==> src/rtl/sync_fifo_ctrl.sv <==
// Pointer, fill-count and status controller for a single-clock FIFO built around
// an external dual-port RAM; depth need not be a power of two.
module sync_fifo_ctrl #(
   parameter int ADDRWIDTH = 8,
   parameter int DEPTH     = 256,
   parameter int AFULL     = 252,
   parameter int AEMPTY    = 4
) (
   input  logic                 clock,
   input  logic                 reset,
   input  logic                 wr_en,
   input  logic                 rd_en,
   input  logic                 flush,
   input  logic                 clear_err,
   output logic                 wr_ack,
   output logic                 rd_ack,
   output logic [ADDRWIDTH-1:0] waddr,
   output logic [ADDRWIDTH-1:0] raddr,
   output logic [ADDRWIDTH:0]   count,
   output logic                 full,
   output logic                 empty,
   output logic                 almostfull,
   output logic                 almostempty,
   output logic                 overflow,
   output logic                 underflow
);

   localparam logic [ADDRWIDTH-1:0] LAST_ADDR = ADDRWIDTH'(DEPTH - 1);
   localparam logic [ADDRWIDTH:0]   DEPTH_C   = (ADDRWIDTH + 1)'(DEPTH);
   localparam logic [ADDRWIDTH:0]   AFULL_C   = (ADDRWIDTH + 1)'(AFULL);
   localparam logic [ADDRWIDTH:0]   AEMPTY_C  = (ADDRWIDTH + 1)'(AEMPTY);

   logic [ADDRWIDTH-1:0] wptr;
   logic [ADDRWIDTH-1:0] rptr;
   logic [ADDRWIDTH:0]   cnt;
   logic                 ovf_q;
   logic                 udf_q;
   logic                 ovf_set;
   logic                 udf_set;

   // Status decodes from the registered count only, so requests never reach a flag.
   assign full        = (cnt == DEPTH_C);
   assign empty       = (cnt == '0);
   assign almostfull  = (cnt >= AFULL_C);
   assign almostempty = (cnt <= AEMPTY_C);

   // Handshake: wr_en/rd_en are requests that may be held any number of cycles;
   // a request is consumed exactly on a cycle where its ack is high, and the ack
   // doubles as the RAM strobe for the address presented in that same cycle.
   assign wr_ack  = reset & wr_en & ~full  & ~flush;
   assign rd_ack  = reset & rd_en & ~empty & ~flush;
   assign ovf_set = wr_en & full  & ~flush;
   assign udf_set = rd_en & empty & ~flush;

   assign waddr     = wptr;
   assign raddr     = rptr;
   assign count     = cnt;
   assign overflow  = ovf_q;
   assign underflow = udf_q;

   always_ff @(posedge clock) begin
      if (!reset) begin
         wptr <= '0;
         rptr <= '0;
         cnt  <= '0;
      end else if (flush) begin
         wptr <= '0;
         rptr <= '0;
         cnt  <= '0;
      end else begin
         if (wr_ack) wptr <= (wptr == LAST_ADDR) ? '0 : wptr + 1'b1;
         if (rd_ack) rptr <= (rptr == LAST_ADDR) ? '0 : rptr + 1'b1;
         case ({wr_ack, rd_ack})
            2'b10:   cnt <= cnt + 1'b1;
            2'b01:   cnt <= cnt - 1'b1;
            default: cnt <= cnt;
         endcase
      end
   end

   // A new error in the same cycle as clear_err keeps the flag set.
   always_ff @(posedge clock) begin
      if (!reset) begin
         ovf_q <= 1'b0;
         udf_q <= 1'b0;
      end else begin
         ovf_q <= ovf_set | (ovf_q & ~clear_err);
         udf_q <= udf_set | (udf_q & ~clear_err);
      end
   end

endmodule

==> config.mk <==
export PLATFORM = sky130hd
export DESIGN_NAME = sync_fifo_ctrl
export DESIGN_NICKNAME = d
export VERILOG_FILES = /design/src/rtl/sync_fifo_ctrl.sv
export SDC_FILE = /design/constraint.sdc
export NUM_CORES = 1
export LEC_CHECK = 0
export BUFFER_PORTS_ARGS = -buffer_cell sky130_fd_sc_hd__buf_2
export CORE_MARGIN = 3
export CORE_UTILIZATION = 54
export DETAILED_ROUTE_END_ITERATION = 10
export GPL_ROUTABILITY_DRIVEN = 0
export MAX_ROUTING_LAYER = met4
export PLACE_DENSITY = 0.91
export RECOVER_POWER = 25
export SLEW_MARGIN = 20
export SYNTH_ARGS = -nofsm -noshare
export SYNTH_HDL_FRONTEND = slang
export SYNTH_SLANG_ARGS = --single-unit
==> constraint.sdc <==
create_clock -name clock -period 4 [get_ports clock]
set_input_delay 1 -clock clock [delete_from_list [all_inputs] [get_ports clock]]
set_output_delay 1 -clock clock [all_outputs]
set_load 0.01 [all_outputs]
==> results.toml, run 1 <==
[outcome]
outcome = "finished clean"

[route]
dr.first_iter.drc_count = 155
detailedRoute.firstPassIterationCount = 4
wl_per_cell_um = 14.0
drt-total-wl_um = 4100
route.detailed.vias_per_inst = 6.03
vias = 1760
route.antenna.remaining_nets = 0
drt_drc_violations_left = 0

[hold_path]
min_path_type = "reg -> reg"
hold_depth = 2
hold_path_startpoint = "underflow$_SDFF_PN0_"
hold-path-endpoint = "underflow$_SDFF_PN0_"

[setup_path]
critPathKind = "reg -> reg"
critical_path.max_stage_delay_ns = 0.53
timing.critical_path.cells = "or4b_1 > or3_1 > nand3_1 > ha_1 > ha_1 > a211o_1 > a2111oi_0 > o311ai_0 > nand3_1"
r2r_end = "count[7]$_SDFFE_PP0P_"
path_max_fanout = 13
critical-path-slowest-cell = "sky130_fd_sc_hd__or4b_1"
critical_path_start_type = "flip-flop"
worst-endpoint-required_ns = 4.28
cp.arrival_ns = 3.90
setup.reg_to_reg.worst_slack_ns = 0.37
rr_startpoint = "count[8]$_SDFFE_PP0P_"
worstRegToRegCells = 9
critical_path.endpoint_type = "flip-flop"

[die]
fp.dieArea_um2 = 3990
start_util = 0.573
die-width_um = 63.1
top_level_ports = 39
die_h_um = 63.1
site_rows = 20
core_area_um2 = 3080

[grt]
global_route_wire_length_before_repair_um = 7000
maximum_number_of_pins_on_one_net_before_global_route_repair = 18
via_count_of_the_first_global_routing_pass = 1566
overflow = 0
antenna_found_initial = 0
global_route.usage.total = 0.218

[logic_synthesis]
ys_async_sr_fraction = 0
netlist_top_cells_area = "sky130_fd_sc_hd__dfxtp_1 31%, sky130_fd_sc_hd__ha_1 7.1%, sky130_fd_sc_hd__a21oi_1 3.7%, sky130_fd_sc_hd__nand2_1 3.6%, sky130_fd_sc_hd__nand3_1 3.1%"
syn-mean-instance-area_um2 = 8.44
synth_top_flop_cell = "sky130_fd_sc_hd__dfxtp_1"
syn_inst = 209
synthesis.nets = 226
sequential_cell_area_fraction_in_the_yosys_report = 0.307
syn-cell-area_um2 = 1760
synth_seq_cells = 27
yosys_warnings = 0
synth_largest_type_area_fraction = 0.307
post_synth_top_area_cell = "sky130_fd_sc_hd__dfxtp_1"
post_synthesis_cell_type_count = 55
synth-edff-count = 0

[timing]
worst_slew_slack_as_a_fraction_of_its_limit = 0.658
setup-tns-final_ns = 0
tightest_slew_ns = 0.500
maximum_clock_frequency_ghz = 0.276
timing.clock.skew_ns = 0.00576
final.setup.worst_slack_ns = 0.374
final.min_clock_period_ns = 3.63
hold-worst-slack_ns = 0.492
rsz0062_at_grt = "no"
timing.final.crit_share = 0.906
number_of_failing_hold_endpoints_at_the_final_stage = 0
maxSlewViolCount = 0
setup_violations = 0

[flow_run]
max-cap-violations = 0

[clock_tree]
holdBufCountCts = 0
cts_buffer_depth = 2
tritoncts = "yes"
numCtsBuffers = 3
level_count_of_the_clock_h_tree = 1
clock-sinks = 27
post_cts.repair.setup_buffers = 0
clkLatencyLatePin_ns = 0.32
cts-root-buf = "sky130_fd_sc_hd__clkbuf_4"
postCtsResizedCells = 0
clk_pin_slew_worst_paths_ns = 0.14

[layout]
antenna_cells_inserted = 0
post-route-cell-area_um2 = 2010
design.final.nets = 266
non_filler_cells_in_the_finished_layout = 292
post_route_core_utilization = 0.653
synthToLayoutAreaGrowth_pct = 14.1
drive_above_1_share = 0.169

[power_and_ir_drop]
power_per_cell_area_nw_per_um2 = 208
power_mw = 0.419
max-vdd-ir-drop_mv = 0.117
cellLeakagePower_nw = 0.877

[place]
pre_cts_ws_ns = 0.353
io_buffers = 38
placed_cell_areas_um2 = 2000
dpl.hpwl_um = 3050
numPlacedInstances = 288
placed cells by master (no fill, tap or decap), types with 4 or more instances in the layout:
| cell | Yosys | routed |
|---|---|---|
| sky130_fd_sc_hd__or4_1 | 4 | 4 |
| sky130_fd_sc_hd__inv_1 | 6 | 6 |
| sky130_fd_sc_hd__nand3_1 | 11 | 11 |
| sky130_fd_sc_hd__ha_1 | 10 | 10 |
| sky130_fd_sc_hd__o21a_1 | 4 | 4 |
| sky130_fd_sc_hd__o31ai_1 | 4 | 4 |
| sky130_fd_sc_hd__or3_1 | 5 | 5 |
| sky130_fd_sc_hd__o211ai_1 | 4 | 4 |
| sky130_fd_sc_hd__buf_2 | 0 | 28 |
| sky130_fd_sc_hd__dfxtp_1 | 27 | 27 |
| sky130_fd_sc_hd__o21ai_0 | 8 | 8 |
| sky130_fd_sc_hd__nor3_1 | 6 | 6 |
| sky130_fd_sc_hd__nand4_1 | 5 | 5 |
| sky130_fd_sc_hd__clkbuf_1 | 5 | 11 |
| sky130_fd_sc_hd__nand2_1 | 17 | 17 |
| sky130_fd_sc_hd__nor2_1 | 12 | 12 |
| sky130_fd_sc_hd__a21oi_1 | 13 | 13 |
| sky130_fd_sc_hd__and3_1 | 6 | 6 |
worst max-delay path, delay by kind of cell (launching register included):
family                   cells  cell delay, ns
AND/OR/NAND/NOR              4            1.27
adder cells (fa/ha/maj)      2            0.79
AO/OA/AOI/OAI                3            1.00
flip-flops                   1            0.51
layout make-up:
| cell class | instances | area [µm²] |
|---|---|---|
| multi-input combinational | 169 | 1160 |
| fill | 291 | 1070 |
| sequential | 27 | 541 |
| timing repair buffer | 41 | 200 |
| tap | 44 | 55.1 |
| inverter | 7 | 27.5 |
| clock buffer | 4 | 26.3 |
power by group:
part | switching [mW] | internal (mW)
combinational | 0.0187 | 0.0114
clock | 0.0766 | 0.0391
sequential | 0.00225 | 0.271
total | 0.0976 | 0.321
per-layer routing:
metal  GRT usage  vias up  routed length (µm)
li1            -      881                   -
met1       0.290      808                1940
met2       0.336       64                1830
met3      0.0214        7                 250
met4      0.0964        0                  82
met5           -        -                   0
synth_stat cells (2+ instances only):
cell type and count:
sky130_fd_sc_hd__o22ai_1 3, sky130_fd_sc_hd__or4_1 4, sky130_fd_sc_hd__nor2b_1 2, sky130_fd_sc_hd__nor3b_1 2, sky130_fd_sc_hd__a21boi_0 2, sky130_fd_sc_hd__ha_1 10, sky130_fd_sc_hd__nor4b_1 2, sky130_fd_sc_hd__a21o_1 3
sky130_fd_sc_hd__inv_1 6, sky130_fd_sc_hd__o311ai_0 3, sky130_fd_sc_hd__nor2_1 12, sky130_fd_sc_hd__nand2b_1 3, sky130_fd_sc_hd__o21ai_0 8, sky130_fd_sc_hd__nand2_1 17, sky130_fd_sc_hd__o31ai_1 4, sky130_fd_sc_hd__a211oi_1 2
sky130_fd_sc_hd__xor2_1 3, sky130_fd_sc_hd__mux2i_1 3, sky130_fd_sc_hd__nand4_1 5, sky130_fd_sc_hd__or3_1 5, sky130_fd_sc_hd__and2_1 2, sky130_fd_sc_hd__nor3_1 6, sky130_fd_sc_hd__o21a_1 4, sky130_fd_sc_hd__and4_1 2
sky130_fd_sc_hd__and3_1 6, sky130_fd_sc_hd__dfxtp_1 27, sky130_fd_sc_hd__nand3b_1 3, sky130_fd_sc_hd__nand3_1 11, sky130_fd_sc_hd__a311oi_1 2, sky130_fd_sc_hd__xnor2_1 3, sky130_fd_sc_hd__o211ai_1 4, sky130_fd_sc_hd__clkbuf_1 5
sky130_fd_sc_hd__a21oi_1 13
how the worst max path moves through the flow:
stage                               start                    end  slack (ns)  cells after the start
global route        count[8]$_SDFFE_PP0P_  count[7]$_SDFFE_PP0P_        0.22                      9
global placement                    flush  count[3]$_SDFFE_PP0P_        0.55                     10
finish              count[8]$_SDFFE_PP0P_  count[7]$_SDFFE_PP0P_        0.37                      9
detailed placement                  flush  count[7]$_SDFFE_PP0P_        0.35                     10
CTS                 count[8]$_SDFFE_PP0P_  count[7]$_SDFFE_PP0P_        0.45                      9
floorplan                           reset  count[3]$_SDFFE_PP0P_        0.76                      9
logic make-up after synthesis:
logic type	after synthesis	synth area share
simple gates	90	0.295
compound gates	59	0.236
flops	27	0.307
buf+inv	13	0.0326
fa+ha+maj	11	0.0823
xor+xnor	6	0.0298
mux	3	0.0170
flip-flops by register name, indices dropped and copies added (netlist names):
name and cells:
raddr 8, underflow 1, overflow 1, waddr 8, count 9
Note: power is estimated with default switching activity, not from simulation.
==> inputs of run 2 (changes only) <==
--- a/config.mk
+++ b/config.mk
@@ -7,11 +7,12 @@
 export LEC_CHECK = 0
 export BUFFER_PORTS_ARGS = -buffer_cell sky130_fd_sc_hd__buf_2
 export CORE_MARGIN = 3
-export CORE_UTILIZATION = 54
+export CORE_UTILIZATION = 56
+export CTS_BUF_LIST = sky130_fd_sc_hd__clkbuf_4 sky130_fd_sc_hd__clkbuf_8
 export DETAILED_ROUTE_END_ITERATION = 10
 export GPL_ROUTABILITY_DRIVEN = 0
 export MAX_ROUTING_LAYER = met4
-export PLACE_DENSITY = 0.91
+export PLACE_DENSITY = 0.93
 export RECOVER_POWER = 25
 export SLEW_MARGIN = 20
 export SYNTH_ARGS = -nofsm -noshare
==> run 2 against run 1 <==
Flip-flop and latch count unchanged; worst setup slack better by 0.11 ns; via count up 2.6%; non-clock buffer count unchanged; sequential power about the same; critical endpoint is now count[3]$_SDFFE_PP0P_.
==> results.toml, run 2 (synthesis gave the netlist of run 1 again) <==
[outcome]
outcome = "finished clean"

[route]
vias = 1806
route.detailed.vias_per_inst = 6.23
detailedRoute.firstPassIterationCount = 5
route.antenna.remaining_nets = 0
drt_drc_violations_left = 0
dr.first_iter.drc_count = 137
drt-total-wl_um = 4360
wl_per_cell_um = 15.0

[die]
fp.dieArea_um2 = 3860
start_util = 0.613
site_rows = 19
top_level_ports = 39
die-width_um = 62.1
core_area_um2 = 2880
die_h_um = 62.1

[grt]
global_route_wire_length_before_repair_um = 7120
busiest_layer = "met2"
overflow = 0
global_route.usage.total = 0.228
via_count_of_the_first_global_routing_pass = 1533
globalRouteMet2Util = 0.358
antenna_found_initial = 0
grtUsageMet3 = 0.0523
maximum_number_of_pins_on_one_net_before_global_route_repair = 18
met1_track_usage_gr = 0.292

[power_and_ir_drop]
cellLeakagePower_nw = 0.879
power_per_cell_area_nw_per_um2 = 213
power_mw = 0.429
max-vdd-ir-drop_mv = 0.142

[timing]
maxSlewViolCount = 0
setup_violations = 0
number_of_failing_hold_endpoints_at_the_final_stage = 0
final.min_clock_period_ns = 3.52
worst_slew_slack_as_a_fraction_of_its_limit = 0.652
timing.final.crit_share = 0.879
maximum_clock_frequency_ghz = 0.284
tightest_slew_ns = 0.522
rsz0062_at_grt = "no"
setup-tns-final_ns = 0
timing.clock.skew_ns = 0.00902

[layout]
mostFrequentLayoutCell = "sky130_fd_sc_hd__buf_2"
sequential_cell_area_um2 = 541
synthToLayoutAreaGrowth_pct = 14.1
antenna_cells_inserted = 0
fill_cells = 237
max_reg_flops = 9
multiInputGateArea_um2 = 1160
design.final.nets = 266
post_route_core_utilization = 0.699
leading_cell_types_in_the_layout_fill_and_taps_excluded = "28 x sky130_fd_sc_hd__buf_2, 27 x sky130_fd_sc_hd__dfxtp_1, 17 x sky130_fd_sc_hd__nand2_1"
drive_above_1_share = 0.173
non_filler_cells_in_the_finished_layout = 290

[place]
dpl.hpwl_um = 3200
io_buffers = 38
numPlacedInstances = 286

[clock_tree]
numCtsBuffers = 3
postCtsResizedCells = 0
clk_pin_slew_worst_paths_ns = 0.15
cts-root-buf = "sky130_fd_sc_hd__clkbuf_4"
post_cts.repair.setup_buffers = 0
level_count_of_the_clock_h_tree = 1
clkLatencyLatePin_ns = 0.33
holdBufCountCts = 0
tritoncts = "yes"
cts_buffer_depth = 2
clock-sinks = 27

[flow_run]
max-cap-violations = 0

[hold_path]
hold_path_startpoint = "waddr[7]$_SDFFE_PP0P_"
min_path_type = "reg -> reg"

[setup_path]
path_max_fanout = 13
timing.critical_path.cells = "or4b_1 > or3_1 > nand3_1 > ha_1 > ha_1 > a211o_1 > and2_1 > or3_1 > a21oi_1"
rr_startpoint = "count[0]$_SDFFE_PP0P_"
critical_path_start_type = "flip-flop"
critical-path-slowest-cell = "sky130_fd_sc_hd__or4b_1"
critPathBufInv = 0
critical_path.endpoint_type = "flip-flop"
timing.critical_path.from = "count[0]$_SDFFE_PP0P_"
cp.arrival_ns = 3.79
path_delay_family = "simple AND/OR/NAND/NOR gates"
worst-endpoint-required_ns = 4.28
critical_path.max_stage_delay_ns = 0.63
critPathKind = "reg -> reg"
run 2: worst register-to-register path, stage by stage, from the launching register on:
cell and delay, ns:
sky130_fd_sc_hd__dfxtp_1 0.44, sky130_fd_sc_hd__or4b_1 0.63, sky130_fd_sc_hd__or3_1 0.47, sky130_fd_sc_hd__nand3_1 0.17, sky130_fd_sc_hd__ha_1 0.47, sky130_fd_sc_hd__ha_1 0.34, sky130_fd_sc_hd__a211o_1 0.32, sky130_fd_sc_hd__and2_1 0.16
sky130_fd_sc_hd__or3_1 0.34, sky130_fd_sc_hd__a21oi_1 0.13
run 2: final timing paths:
path	slack, ns	depth (start not counted)	to
min reg2reg	0.51	2	waddr[7]$_SDFFE_PP0P_
max reg2reg	0.48	9	count[3]$_SDFFE_PP0P_
min	0.51	2	waddr[7]$_SDFFE_PP0P_
max	0.48	9	count[3]$_SDFFE_PP0P_
run 2: final cells by class:
type                            count  share of cell area
Clock buffer                        4              0.0149
Inverter                            7              0.0137
Multi-Input combinational cell    169               0.577
Sequential cell                    27               0.269
Tap cell                           42              0.0261
Timing Repair Buffer               41              0.0995
run 2: stage by stage:
stage          hold slack (ns)  cell area (µm²)  worst slack [ns]
3_5_place_dp             0.486             2000             0.486
3_3_place_gp             0.461             2000             0.562
4_1_cts                  0.505             2030             0.563
5_1_grt                  0.528             2010             0.228
2_1_floorplan            0.497             1760             0.757
6_report                 0.506             2010             0.483
run 2: metal layers:
| metal | wire length, µm | vias up |
|---|---|---|
| li1 | - | 883 |
| met4 | 94 | 0 |
| met5 | 0 | - |
| met1 | 1850 | 815 |
| met2 | 2050 | 92 |
| met3 | 363 | 16 |
run 2: where the power goes:
part           total [mW]  switching (mW)  internal, mW  leakage [nW]
Combinational      0.0311          0.0195        0.0116         0.643
Sequential          0.273         0.00222         0.271         0.218
Clock               0.125          0.0795        0.0459        0.0184
==> inputs of run 3 (changes only) <==
--- a/config.mk
+++ b/config.mk
@@ -5,14 +5,16 @@
 export SDC_FILE = /design/constraint.sdc
 export NUM_CORES = 1
 export LEC_CHECK = 0
+export ABC_AREA = 1
 export BUFFER_PORTS_ARGS = -buffer_cell sky130_fd_sc_hd__buf_2
+export CAP_MARGIN = 10
 export CORE_MARGIN = 3
-export CORE_UTILIZATION = 56
+export CORE_UTILIZATION = 30
 export CTS_BUF_LIST = sky130_fd_sc_hd__clkbuf_4 sky130_fd_sc_hd__clkbuf_8
 export DETAILED_ROUTE_END_ITERATION = 10
 export GPL_ROUTABILITY_DRIVEN = 0
 export MAX_ROUTING_LAYER = met4
-export PLACE_DENSITY = 0.93
+export PLACE_DENSITY = 0.6
 export RECOVER_POWER = 25
 export SLEW_MARGIN = 20
 export SYNTH_ARGS = -nofsm -noshare
==> run 3 against run 2 <==
Sequential power grew 3%; die area grew 89%; global-route usage shrank 9.4 points; maximum frequency grew 8.6%; via count grew 4.9%; flip-flop and latch count is the same; synthesized area grew 7.4%; critical path depth shrank 2; non-clock buffer count shrank 2; clock skew shrank 0.0020 ns; utilization shrank 33 points; worst hold slack lost 0.025 ns; critical path type is now in -> out.
==> results.toml, run 3 <==
[logic_synthesis]
synth-edff-count = 0
synth_top_flop_cell = "sky130_fd_sc_hd__dfxtp_1"
netlist_top_cells_area = "sky130_fd_sc_hd__dfxtp_1 29%, sky130_fd_sc_hd__nand2_1 16%, sky130_fd_sc_hd__inv_1 8.1%, sky130_fd_sc_hd__nand3_1 6.9%, sky130_fd_sc_hd__ha_1 6.6%"
post_synth_top_area_cell = "sky130_fd_sc_hd__dfxtp_1"
synthesis.nets = 302
syn_inst = 285
synth_largest_type_area_fraction = 0.286
sequential_cell_area_fraction_in_the_yosys_report = 0.286
syn-mean-instance-area_um2 = 6.64
synth_seq_cells = 27
ys_async_sr_fraction = 0
syn-cell-area_um2 = 1890
post_synthesis_cell_type_count = 36
ys_top_cells_by_count = "82 x sky130_fd_sc_hd__nand2_1, 41 x sky130_fd_sc_hd__inv_1, 27 x sky130_fd_sc_hd__dfxtp_1"
yosysMostFrequentCell = "sky130_fd_sc_hd__nand2_1"
yosys_warnings = 0

[place]
io_buffers = 38
placed_cell_areas_um2 = 2160
dpl.hpwl_um = 3680

[grt]
antenna_found_initial = 0
global_route_wire_length_before_repair_um = 7950
maximum_number_of_pins_on_one_net_before_global_route_repair = 19
overflow = 0
via_count_of_the_first_global_routing_pass = 1736
global_route.usage.total = 0.134

[die]
site_rows = 28
core_area_um2 = 6030
fp.dieArea_um2 = 7300
die_h_um = 85.4
top_level_ports = 39
start_util = 0.314
die-width_um = 85.4

[outcome]
outcome = "finished clean"

[timing]
number_of_failing_hold_endpoints_at_the_final_stage = 0
timing.final.crit_share = 0.810
setup-tns-final_ns = 0
setup_violations = 0
worst_slew_slack_as_a_fraction_of_its_limit = 0.664
final.min_clock_period_ns = 3.24
maxSlewViolCount = 0
maximum_clock_frequency_ghz = 0.309
rsz0062_at_grt = "no"
tightest_slew_ns = 0.505
timing.clock.skew_ns = 0.00698

[clock_tree]
clk_pin_slew_worst_paths_ns = 0.10
clkLatencyLatePin_ns = 0.28
clock-sinks = 27
level_count_of_the_clock_h_tree = 1
cts-root-buf = "sky130_fd_sc_hd__clkbuf_8"
postCtsResizedCells = 0
cts_buffer_depth = 2
holdBufCountCts = 0
post_cts.repair.setup_buffers = 0
numCtsBuffers = 3
tritoncts = "yes"

[setup_path]
path_max_fanout = 11
cp.arrival_ns = 2.24
critical-path-slowest-cell = "sky130_fd_sc_hd__clkbuf_1"
critPathKind = "in -> out"
critical_path.max_stage_delay_ns = 0.40
critical_path.endpoint_type = "output port"
critical_path_start_type = "input pin"
rr_startpoint = "count[6]$_SDFFE_PP0P_"
r2r_end = "count[7]$_SDFFE_PP0P_"
worst_path_most_repeated_cell = "sky130_fd_sc_hd__buf_2"
setup.reg_to_reg.worst_slack_ns = 1.26
path_delay_family = "buffers and inverters"
worstSetupEndpoint = "wr_ack"
critPathBufInv = 4
path_depth = 7
timing.critical_path.cells = "buf_2 > inv_1 > nor2_8 > nand2_1 > nor2_2 > clkbuf_1 > buf_2"
timing.critical_path.from = "reset"
worst-endpoint-required_ns = 3.00
worstRegToRegCells = 15

[route]
vias = 1895
wl_per_cell_um = 11.6
detailedRoute.firstPassIterationCount = 4
wl_met3_um = 203
route.detailed.vias_per_inst = 4.74
route.met2.wl_um = 2210
drt-met1-wl_um = 2220
dr.first_iter.drc_count = 58
drt-total-wl_um = 4650
route.antenna.remaining_nets = 0
drt_drc_violations_left = 0
route.top_layer_used = "met4"

[layout]
max_reg_flops = 9
post_route_core_utilization = 0.365
synthToLayoutAreaGrowth_pct = 16.1
post-route-cell-area_um2 = 2200
drive_above_1_share = 0.182
leading_cell_types_in_the_layout_fill_and_taps_excluded = "84 x sky130_fd_sc_hd__nand2_1, 42 x sky130_fd_sc_hd__inv_1, 36 x sky130_fd_sc_hd__buf_2"
antenna_cells_inserted = 0
design.final.nets = 343
mostFrequentLayoutCell = "sky130_fd_sc_hd__nand2_1"

[hold_path]
min_path_type = "reg -> reg"
hold_depth = 2

[power_and_ir_drop]
power_per_cell_area_nw_per_um2 = 241
max-vdd-ir-drop_mv = 0.145
cellLeakagePower_nw = 1.06

[flow_run]
max-cap-violations = 0
==> run 3: worst min-delay path, cell delays in order (launching register included) <==
cell and delay [ns]:
sky130_fd_sc_hd__dfxtp_1 0.32, sky130_fd_sc_hd__nand2_1 0.06, sky130_fd_sc_hd__o32ai_1 0.06
==> run 3: how the worst min path moves through the flow <==
stage                                     from                   end  slack (ns)
after floorplan            overflow$_SDFF_PN0_   overflow$_SDFF_PN0_        0.49
after global placement    underflow$_SDFF_PN0_  underflow$_SDFF_PN0_        0.47
after detailed placement   overflow$_SDFF_PN0_   overflow$_SDFF_PN0_        0.47
after CTS                  overflow$_SDFF_PN0_   overflow$_SDFF_PN0_        0.48
after global routing       overflow$_SDFF_PN0_   overflow$_SDFF_PN0_        0.52
final                      overflow$_SDFF_PN0_   overflow$_SDFF_PN0_        0.48
==> run 3: cell families (layout without fill, tap and decap cells) <==
logic type | Yosys count | in the layout | share of synthesized area
compound gates | 32 | 32 | 0.102
xor+xnor | 6 | 6 | 0.0278
fa+ha+maj | 11 | 11 | 0.0767
buf+inv | 48 | 88 | 0.102
flops | 27 | 27 | 0.286
simple gates | 161 | 161 | 0.405
==> run 3: per-layer routing <==
layer,GRT usage,up-vias
met3,0.0252,2
li1,-,992
met1,0.173,866
met2,0.223,35
met4,0.0173,0
met5,-,-
==> run 3: metrics by stage <==
step	hold WS (ns)	power, mW	setup WS [ns]	cells
after floorplan	0.491	0.350	1.04	285
after global placement	0.470	0.379	0.721	396
after detailed placement	0.468	0.379	0.654	396
after CTS	0.485	0.539	0.953	400
after global routing	0.521	0.559	0.550	400
final	0.480	0.530	0.762	400
==> run 3: where the power goes <==
group / internal [mW] / switching (mW)
Combinational: 0.0303 / 0.0593
Clock: 0.0708 / 0.0903
Sequential: 0.273 / 0.00661
Total: 0.374 / 0.156
==> run 3: layout make-up <==
type | instances | area (µm²)
multi-input cells | 210 | 1150
flip-flops and latches | 27 | 541
well taps | 75 | 93.8
repair buffers | 39 | 191
clock inverters | 1 | 7.51
fillers | 683 | 3830
inverters | 45 | 174
clock buffers | 3 | 41.3
